<file path="src/rtl/denormalize_shifter.sv">
// Sequential right-shift denormalizer for the divider datapath: undoes the leading-zero
// normalization one bit per clock and reports a sticky bit for rounding/exactness.
module denormalize_shifter #(
  parameter int unsigned WIDTH   = 8,
  parameter int unsigned SHIFT_W = 3
) (
  input  logic               clk,
  input  logic               rst_n,
  input  logic               start,
  input  logic [WIDTH-1:0]   data_in,
  input  logic [SHIFT_W-1:0] shift_amt,
  input  logic               arith,
  output logic               busy,
  output logic               done,
  output logic [WIDTH-1:0]   data_out,
  output logic               sticky
);

  typedef enum logic [0:0] {StIdle, StShift} state_e;

  state_e             state_q;
  logic [WIDTH-1:0]   shreg_q;
  logic [SHIFT_W-1:0] cnt_q;
  logic               arith_q;
  logic               acc_q;
  logic [WIDTH-1:0]   data_out_q;
  logic               sticky_q;
  logic               done_q;
  logic               busy_q;

  // Fill bit uses the current MSB so a negative operand stays negative at every step.
  logic fill;
  assign fill = arith_q & shreg_q[WIDTH-1];

  always_ff @(posedge clk) begin
    if (!rst_n) begin
      state_q    <= StIdle;
      shreg_q    <= '0;
      cnt_q      <= '0;
      arith_q    <= 1'b0;
      acc_q      <= 1'b0;
      data_out_q <= '0;
      sticky_q   <= 1'b0;
      done_q     <= 1'b0;
      busy_q     <= 1'b0;
    end else begin
      done_q <= 1'b0;
      unique case (state_q)
        StIdle: begin
          if (start) begin
            shreg_q <= data_in;
            cnt_q   <= shift_amt;
            arith_q <= arith;
            acc_q   <= 1'b0;
            busy_q  <= 1'b1;
            state_q <= StShift;
          end
        end
        StShift: begin
          if (cnt_q != '0) begin
            shreg_q <= {fill, shreg_q[WIDTH-1:1]};
            acc_q   <= acc_q | shreg_q[0];
            cnt_q   <= cnt_q - SHIFT_W'(1);
          end else begin
            data_out_q <= shreg_q;
            sticky_q   <= acc_q;
            done_q     <= 1'b1;
            busy_q     <= 1'b0;
            state_q    <= StIdle;
          end
        end
        default: state_q <= StIdle;
      endcase
    end
  end

  assign busy     = busy_q;
  assign done     = done_q;
  assign data_out = data_out_q;
  assign sticky   = sticky_q;

endmodule

</file>
<file path="config.mk">
export PLATFORM = sky130hd
export DESIGN_NAME = denormalize_shifter
export DESIGN_NICKNAME = d
export VERILOG_FILES = /design/src/rtl/denormalize_shifter.sv
export SDC_FILE = /design/constraint.sdc
export NUM_CORES = 1
export LEC_CHECK = 0
export ABC_CLOCK_PERIOD_IN_PS = 1400
export CAP_MARGIN = 20
export CORE_AREA = 2 2 54 56
export DETAILED_ROUTE_END_ITERATION = 8
export DIE_AREA = 0 0 56 58
export PLACE_DENSITY = 0.73
export SYNTH_ARGS = -nofsm -noshare
export SYNTH_HDL_FRONTEND = slang
export SYNTH_SLANG_ARGS = --single-unit
export TNS_END_PERCENT = 10
</file>
<file path="constraint.sdc">
create_clock -name clk -period 1.4 [get_ports clk]
set_clock_uncertainty 0.1 [all_clocks]
set_input_delay 0.21 -clock clk [delete_from_list [all_inputs] [get_ports clk]]
set_output_delay 0.21 -clock clk [all_outputs]
set_load 0.02 [all_outputs]
</file>
# Yosys cells after proc, flatten, opt, wreduce, memory -nomap -nowiden
# Cells that the tools add are included.
# W data, S select, Z words.
# word_totals
regBits,25
inputBits,15
out_inout_bits,11
elab_cells,39
# classes
add_sub_neg,1
reduce_logical,6
n_mux,16
bitwise_logic,4
eq_ne,3
# ops
cell,count
$mux W8,2
$pmux W8 S2,1
$reduce_and A2 Y1,5
$mux W1,7
$mux W3,2
$pmux W1 S2,3
$pmux W3 S2,1
$ne A2 B2 Y1 const B,2
$reduce_bool A3 Y1,1
$sub A3 B1 Y3 const B,1
$ne A2 B1 Y1 const B,1
$not A1 Y1,2
$and A1 B1 Y1,1
$or A1 B1 Y1,1

# Longest topological paths before layout
# Gate-level depths: netlist of the first run.
# depth
ltp_word,3
ltp_mapped,6
depth_no_buf,5

# Least setup slack after synthesis of the first run
# Ideal clock, no wire load.
# synth_path
path_kind,reg2reg
start,register cnt_q[1]
end,register cnt_q[0]
arrival_time_ns,1.128
path_buffers,1
setup_ns,0.132
required_time_ns,1.168
synth_period_minus_slack_ns,1.360
setup_slack_ns,0.040
stages_incl_launch_ff,7
cell_sequence,dfxtp_1 inv_1 ha_1 and3b_1 buf_2 o21ai_0 a21oi_1
# synth_via
elab_chain_cells,3
# synth_lines
item,line,source
"start, declared",23,logic [SHIFT_W-1:0] cnt_q;
"start signal, assigned",52,cnt_q <= shift_amt;
"start signal, assigned",63,cnt_q <= cnt_q - SHIFT_W'(1);
$reduce_bool A3 Y1,60,if (cnt_q != '0) begin
$ne A2 B1 Y1 (no source line),-,
$reduce_and A2 Y1 (no source line),-,
# No other way between the ends.
# A chain may end at the register's enable or synchronous reset.

# Worst setup path after layout of the first run
# layout_path
start,register state_q
end,register shreg_q[7]
# layout_via
elab_chain_cells,3
word_cells_on_any_way,5
cone_classes,eq/ne (2); mux (1); bitwise (1); reduce/logical (1)
# layout_lines
item,line,source
"start, declared",21,state_e state_q;
"start signal, assigned",37,state_q <= StIdle;
"start signal, assigned",56,state_q <= StShift;
"start signal, assigned",69,state_q <= StIdle;
$not A1 Y1 (no source line),-,
$ne A2 B2 Y1 (no source line),-,
$reduce_and A2 Y1 (no source line),-,
"end signal, assigned",51,shreg_q <= data_in;
"end signal, assigned",61,"shreg_q <= {fill, shreg_q[WIDTH-1:1]};"
"end, declared",22,logic [WIDTH-1:0] shreg_q;
# Several ways; a longest one is shown, not always the timed one.

==> run metrics, run 1 <==
P per Cell Area 1020 nW/µm²; Post-Syn Instances 126; hold buffer count at cts 0; global-route wire length before repair 4160 µm; Worst-Skew Late Latency 320 ps; # nets final 175; reg-to-reg setup timing slack 70 ps; Slew Viols, Final 0; critical path class flip-flop to flip-flop; mean post-synth cell area 8.62 µm²; Fin. Hold Viols 0; initial antenna violation count 0; Die Footprint 3250 µm²; FMAX 752 MHz; CP endpoint shreg_q[7]; Hold Slack 356 ps; register area 503 µm²; actual slew at the worst max-slew pin around 270 ps; total global routing overflow 0; Tmin final 1330 ps; worst reg2reg path endpoint shreg_q[7]; Non-Filler Instances approximately 190; Register-to-Register Path Depth 3; maxcap violations 0; TritonCTS buffer count 3; final wirelength between 2000 and 2500 µm; die width 56 µm; Worst VDD drop ~0.00084 V; vias in the first global route 1,003; CTS clk-pin slew, worst paths about 140 ps; largest net degree at the start of global routing 18; Layout fillers 274; drt pass-1 iters 4; critical path's slowest cell dfxtp_1; FF-to-FF Start state_q; CP peak stage delay 460 ps; Synth Flop Type dfxtp_1; ys async rst share 0; drt drc 0; Port-buffer cells 25; post-placement cell count between 150 and 200; row cnt 19; CP cell instances and2b_2, mux2i_1, a311oi_1; Worst Path Max Fanout 7; Synth Cell Area 1090 µm²; synth cell count leaders nand2_1 (28), dfxtp_1 (25), a21oi_1 (20); hold crit path type input port to flip-flop; EDFF count, synth 0; TritonCTS Sinks 25; nature of the critical path endpoint flip-flop; ant diodes 0; Synth area leaders dfxtp_1 (46%), nand2_1 (9.7%), a21oi_1 (9.2%); IO Count 26; gpl congestion roughly 0.77; area leader, netlist dfxtp_1; # setup viols final 0; TritonCTS clock tree built; Slew headroom 0.817; Initial Utilization 0.408; total core area 2660 µm²; Critical Path RT 1530 ps; Vias/cell 5.09; CTS root buf clkbuf_4; fin crit share 0.950; Pleak 0.584 nW; layout cell share with drive strength beyond 1 0.153; syn_nets roughly 140; Netlist cell types 23; status completed; Vias 957; CP Launch Type flip-flop; crit path launch state_q; post-synth top area share 0.461; CTS HTree Levels 1; HPWL after detailed placement roughly 1900 µm; Starting DRT DRC Count 16; overall global routing resource usage 0.162; CTS max path bufs 2; Area Overhead vs Synth 32.8%; Synth Register Bits 25; Seq/Total Area, Yosys 0.461; area of the multi-input gates 537 µm²; Synth Warn # 0; Die Y 58 µm; arrival time at the worst endpoint about 1500 ps; most numerous cell in the Yosys netlist nand2_1; wire per inst 13.1 µm; ANT nets after route 0
==> through the flow <==
stage	setup slack [ps]	instance area [µm²]	utilization	power [mW]	TNS, ps
3_3_place_gp	-146	1400	0.524	1.13	-1650
2_1_floorplan	40.1	1090	-	1.01	0
4_1_cts	6.78	1430	0.536	1.48	0
6_report	69.5	1440	0.542	1.47	0
3_5_place_dp	-218	1400	0.524	1.15	-2550
5_1_grt	-3.12	1440	0.542	1.56	-3.12
==> worst min-delay path by stage <==
stage                     start          end  slack [ps]  cells past startpoint
global placement    data_out[4]  data_out[4]         340                      2
global route              arith      arith_q         380                      3
CTS                       arith      arith_q         350                      3
detailed placement  data_out[3]  data_out[3]         350                      2
floorplan                 arith      arith_q         250                      2
finish                    arith      arith_q         360                      3
==> state kept, by name (all words and copies together) (netlist names) <==
| register | count |
|---|---|
| acc_q | 1 |
| arith_q | 1 |
| busy | 1 |
| cnt_q | 3 |
| data_out | 8 |
| done | 1 |
| shreg_q | 8 |
| state_q | 1 |
| sticky | 1 |
==> critical path: cells and delay by family, from the launching register on <==
family,cells,cell delay [ps]
multiplexers,1,130
AND/OR/NAND/NOR,1,300
AO/OA/AOI/OAI,1,250
flip-flops,1,460
==> layer usage <==
layer	global-route usage	part of all wire	vias up
li1	-	-	494
met1	0.194	0.45	439
met2	0.291	0.49	22
met3	0.0313	0.049	2
met4	0.0612	0.0069	0
met5	0	0	-
==> cell usage in the layout, fill, tap and decap left out, types with 3 or more instances in the layout <==
master / count
a21oi_1: 19
buf_4: 11
clkbuf_4: 3
clkdlybuf4s50_1: 14
dfxtp_1: 23
dlygate4sd2_1: 11
mux2i_1: 8
nand2_1: 28
nor2_1: 5
o22a_1: 7
==> cells by family (layout without fill, tap and decap cells) <==
logic type	Yosys count	count (layout)	synth area share
flops	25	25	0.461
simple gates	44	44	0.184
buf+inv	13	44	0.0634
fa+ha+maj	2	2	0.0230
mux	8	8	0.0737
compound gates	34	34	0.195
==> power by group <==
group | internal, mW | switching [mW] | leakage [nW] | total (mW)
logic | 0.177 | 0.175 | 0.365 | 0.352
registers | 0.758 | 0.0324 | 0.205 | 0.791
clock network | 0.109 | 0.221 | 0.0139 | 0.330
total | 1.04 | 0.429 | 0.584 | 1.47
==> repair_timing <==
item,CTS,global route
endpoints found under the setup margin,29,17
setup buffers,0,1
pin swaps,1,1
gates cloned,0,0
resized for setup,15,6
==> area by class of cell <==
class | instances | area share
clock buffer | 3 | 0.0156
tap | 31 | 0.0269
clock inverter | 1 | 0.00520
timing repair buffer | 36 | 0.221
multi-input combinational | 88 | 0.372
inverter | 4 | 0.0104
sequential | 25 | 0.349
Note: power is estimated with default switching activity, not from simulation.
==> run 2, diff against run 1 <==
Settings changed: ABC_CLOCK_PERIOD_IN_PS 1400 to 1280, CORE_AREA 2 2 54 56 to 2 2 51 53, DIE_AREA 0 0 56 58 to 0 0 53 55, PLACE_DENSITY 0.73 to 0.77.
Clock period 1.4 ns to 1.28 ns, I/O delays scaled along.
==> run 2 against run 1 <==
Effect of this change: the run now ends with negative setup slack left; largest power group unchanged; via count increased by 3.8%; final area increased by 1.9%; setup slack got worse by 110 ps; utilization increased by 8.0 points.
==> run metrics, run 2 (synthesis results as in run 1) <==
status finished with violations (was completed); failing checks negative setup slack; hold path start arith (unchanged); Critical Path RT 1430 ps (was 1530 ps); drt pass-1 iters 4 (unchanged); nature of the critical path endpoint flip-flop (unchanged); Critical path buffers and inverters 2 (was 0); Register-to-Register Path Depth 6 (was 3); total global routing overflow 0 (unchanged); actual slew at the worst max-slew pin 207 ps (was 271 ps); Hold Path Sink arith_q (unchanged); layout cell share with drive strength beyond 1 0.272 (was 0.153); # nets final 180 (was 175); row cnt 18 (was 19); Starting DRT DRC Count 29 (was 16); hold crit path type input port to flip-flop (unchanged); Worst-Skew Late Latency 310 ps (was 320 ps); CP peak stage delay 360 ps (was 460 ps); worst reg2reg path endpoint shreg_q[1] (was shreg_q[7]); commonest non-fill, non-tap cells in the layout nand2_1 (27), dfxtp_1 (22), a21oi_1 (18) (was nand2_1 (28), dfxtp_1 (23), a21oi_1 (19)); commonest non-fill, non-tap cell in the layout nand2_1 (unchanged); CP cell instances inv_2, ha_4, nor2b_1, buf_4, o22a_1, a21oi_1 (was and2b_2, mux2i_1, a311oi_1); critical path class flip-flop to flip-flop (unchanged); FF-to-FF Start cnt_q[1] (was state_q); Die Footprint 2920 µm² (was 3250 µm²); Slew headroom 0.860 (was 0.817); die width 53 µm (was 56 µm); RSZ-0062 raised after global routing true; Cell Area, Placed 1440 µm² (was 1400 µm²); fin crit share 1.03 (was 0.950); final worst slack -44.2 ps (was 69.5 ps); Non-Filler Instances 192 (was 188); Largest delay share family, worst path flip-flops (unchanged); cell count along the critical path 6 (was 3); Slew Viols, Final 0 (unchanged); # setup viols final 16 (was 0); CTS HTree Levels 1 (unchanged); CP Launch Type flip-flop (unchanged); ant diodes 0 (unchanged); CTS clk-pin slew, worst paths 140 ps (about the same); reg-to-reg setup timing slack -40 ps (was 70 ps); Pleak 0.575 nW (was 0.584 nW); gpl congestion 0.803 (was 0.766); HPWL after detailed placement 1850 µm (was 1870 µm); Port-buffer cells 25 (unchanged); FMAX 755 MHz (was 752 MHz); Die Y 55 µm (was 58 µm); global-route wire length before repair 3950 µm (was 4160 µm); Area Overhead vs Synth 35.4% (was 32.8%); fin area 1470 µm² (was 1440 µm²); drt drc 0 (unchanged); IO Count 26 (unchanged); CTS root buf clkbuf_4 (unchanged); CTS max path bufs 2 (unchanged); critical path's slowest cell dfxtp_2 (was dfxtp_1); maxcap violations 0 (unchanged); Fin. Hold Viols 0 (unchanged); wire per inst 12.8 µm (was 13.1 µm); P per Cell Area 1110 nW/µm² (was 1020 nW/µm²); TritonCTS buffer count 3 (unchanged); Vias/cell 5.17 (was 5.09); post-placement cell count 188 (was 183); largest net degree at the start of global routing 15 (was 18); Hold Path Depth 3 (unchanged); arrival time at the worst endpoint 1480 ps (was 1460 ps); pre-CTS setup slack -278 ps (was -218 ps); vias in the first global route 929 (was 1,003); Initial Utilization 0.459 (was 0.408); Worst Path Max Fanout 8 (was 7); Tmin final 1320 ps (was 1330 ps); Setup Buffers After CTS 0 (unchanged); final wirelength 2460 µm (was 2470 µm); initial antenna violation count 0 (unchanged); Vias 993 (was 957); overall global routing resource usage 0.183 (was 0.162); ANT nets after route 0 (unchanged); Worst VDD drop 0.000769 V (was 0.000838 V); hold buffer count at cts 0 (unchanged); TritonCTS Sinks 25 (unchanged); TritonCTS clock tree built (unchanged); total core area 2360 µm² (was 2660 µm²)
==> run 2: what timing repair did <==
| item | in CTS | in global routing |
|---|---|---|
| gates resized for setup | 30 | 17 |
| gates cloned | 0 | 0 |
| setup endpoints to repair | 35 | 34 |
| pin swaps | 15 | 3 |
==> run 2: worst max-delay path by stage <==
stage | start | endpoint | slack [ps]
floorplan | cnt_q[1] | cnt_q[0] | 7
global placement | start | shreg_q[0] | -240
detailed placement | start | shreg_q[1] | -280
CTS | cnt_q[0] | data_out[1] | -60
global route | cnt_q[0] | data_out[0] | -110
finish | cnt_q[1] | shreg_q[1] | -40
==> run 2: cell type report <==
type                       count  area (µm²)
tap                           30        37.5
inverter                       4        15.0
clock inverter                 1        5.00
timing repair buffer          41         334
sequential                    25         504
fill                         208         895
multi-input combinational     88         552
clock buffer                   3        22.5
==> run 2: metal layers <==
layer / GRT usage / part of all wire / routed length, µm / up-vias
li1: - / - / - / 504
met1: 0.222 / 0.44 / 1080 / 468
met2: 0.340 / 0.51 / 1260 / 21
met3: 0.0349 / 0.050 / 124 / 0
met4: 0.0385 / 0 / 0 / 0
met5: 0 / 0 / 0 / -
==> run 2: through the flow <==
stage	hold WS [ps]	setup TNS, ps	total power [mW]	util
detailed placement	345	-4240	1.29	0.610
global route	346	-1830	1.73	0.622
CTS	336	-589	1.64	0.632
floorplan	228	0	1.11	-
global placement	340	-3480	1.27	0.610
finish	334	-372	1.64	0.622
==> run 2: power breakdown <==
part | internal, mW | leakage [nW] | switching, mW
Combinational | 0.222 | 0.353 | 0.202
Clock | 0.117 | 0.0177 | 0.232
Sequential | 0.830 | 0.205 | 0.0359
==> run 2: worst register-to-register path: stages (launching register included) <==
cell     delay [ps]
dfxtp_2         360
inv_2            50
ha_4            170
nor2b_1         130
buf_4           170
o22a_1          160
a21oi_1         140
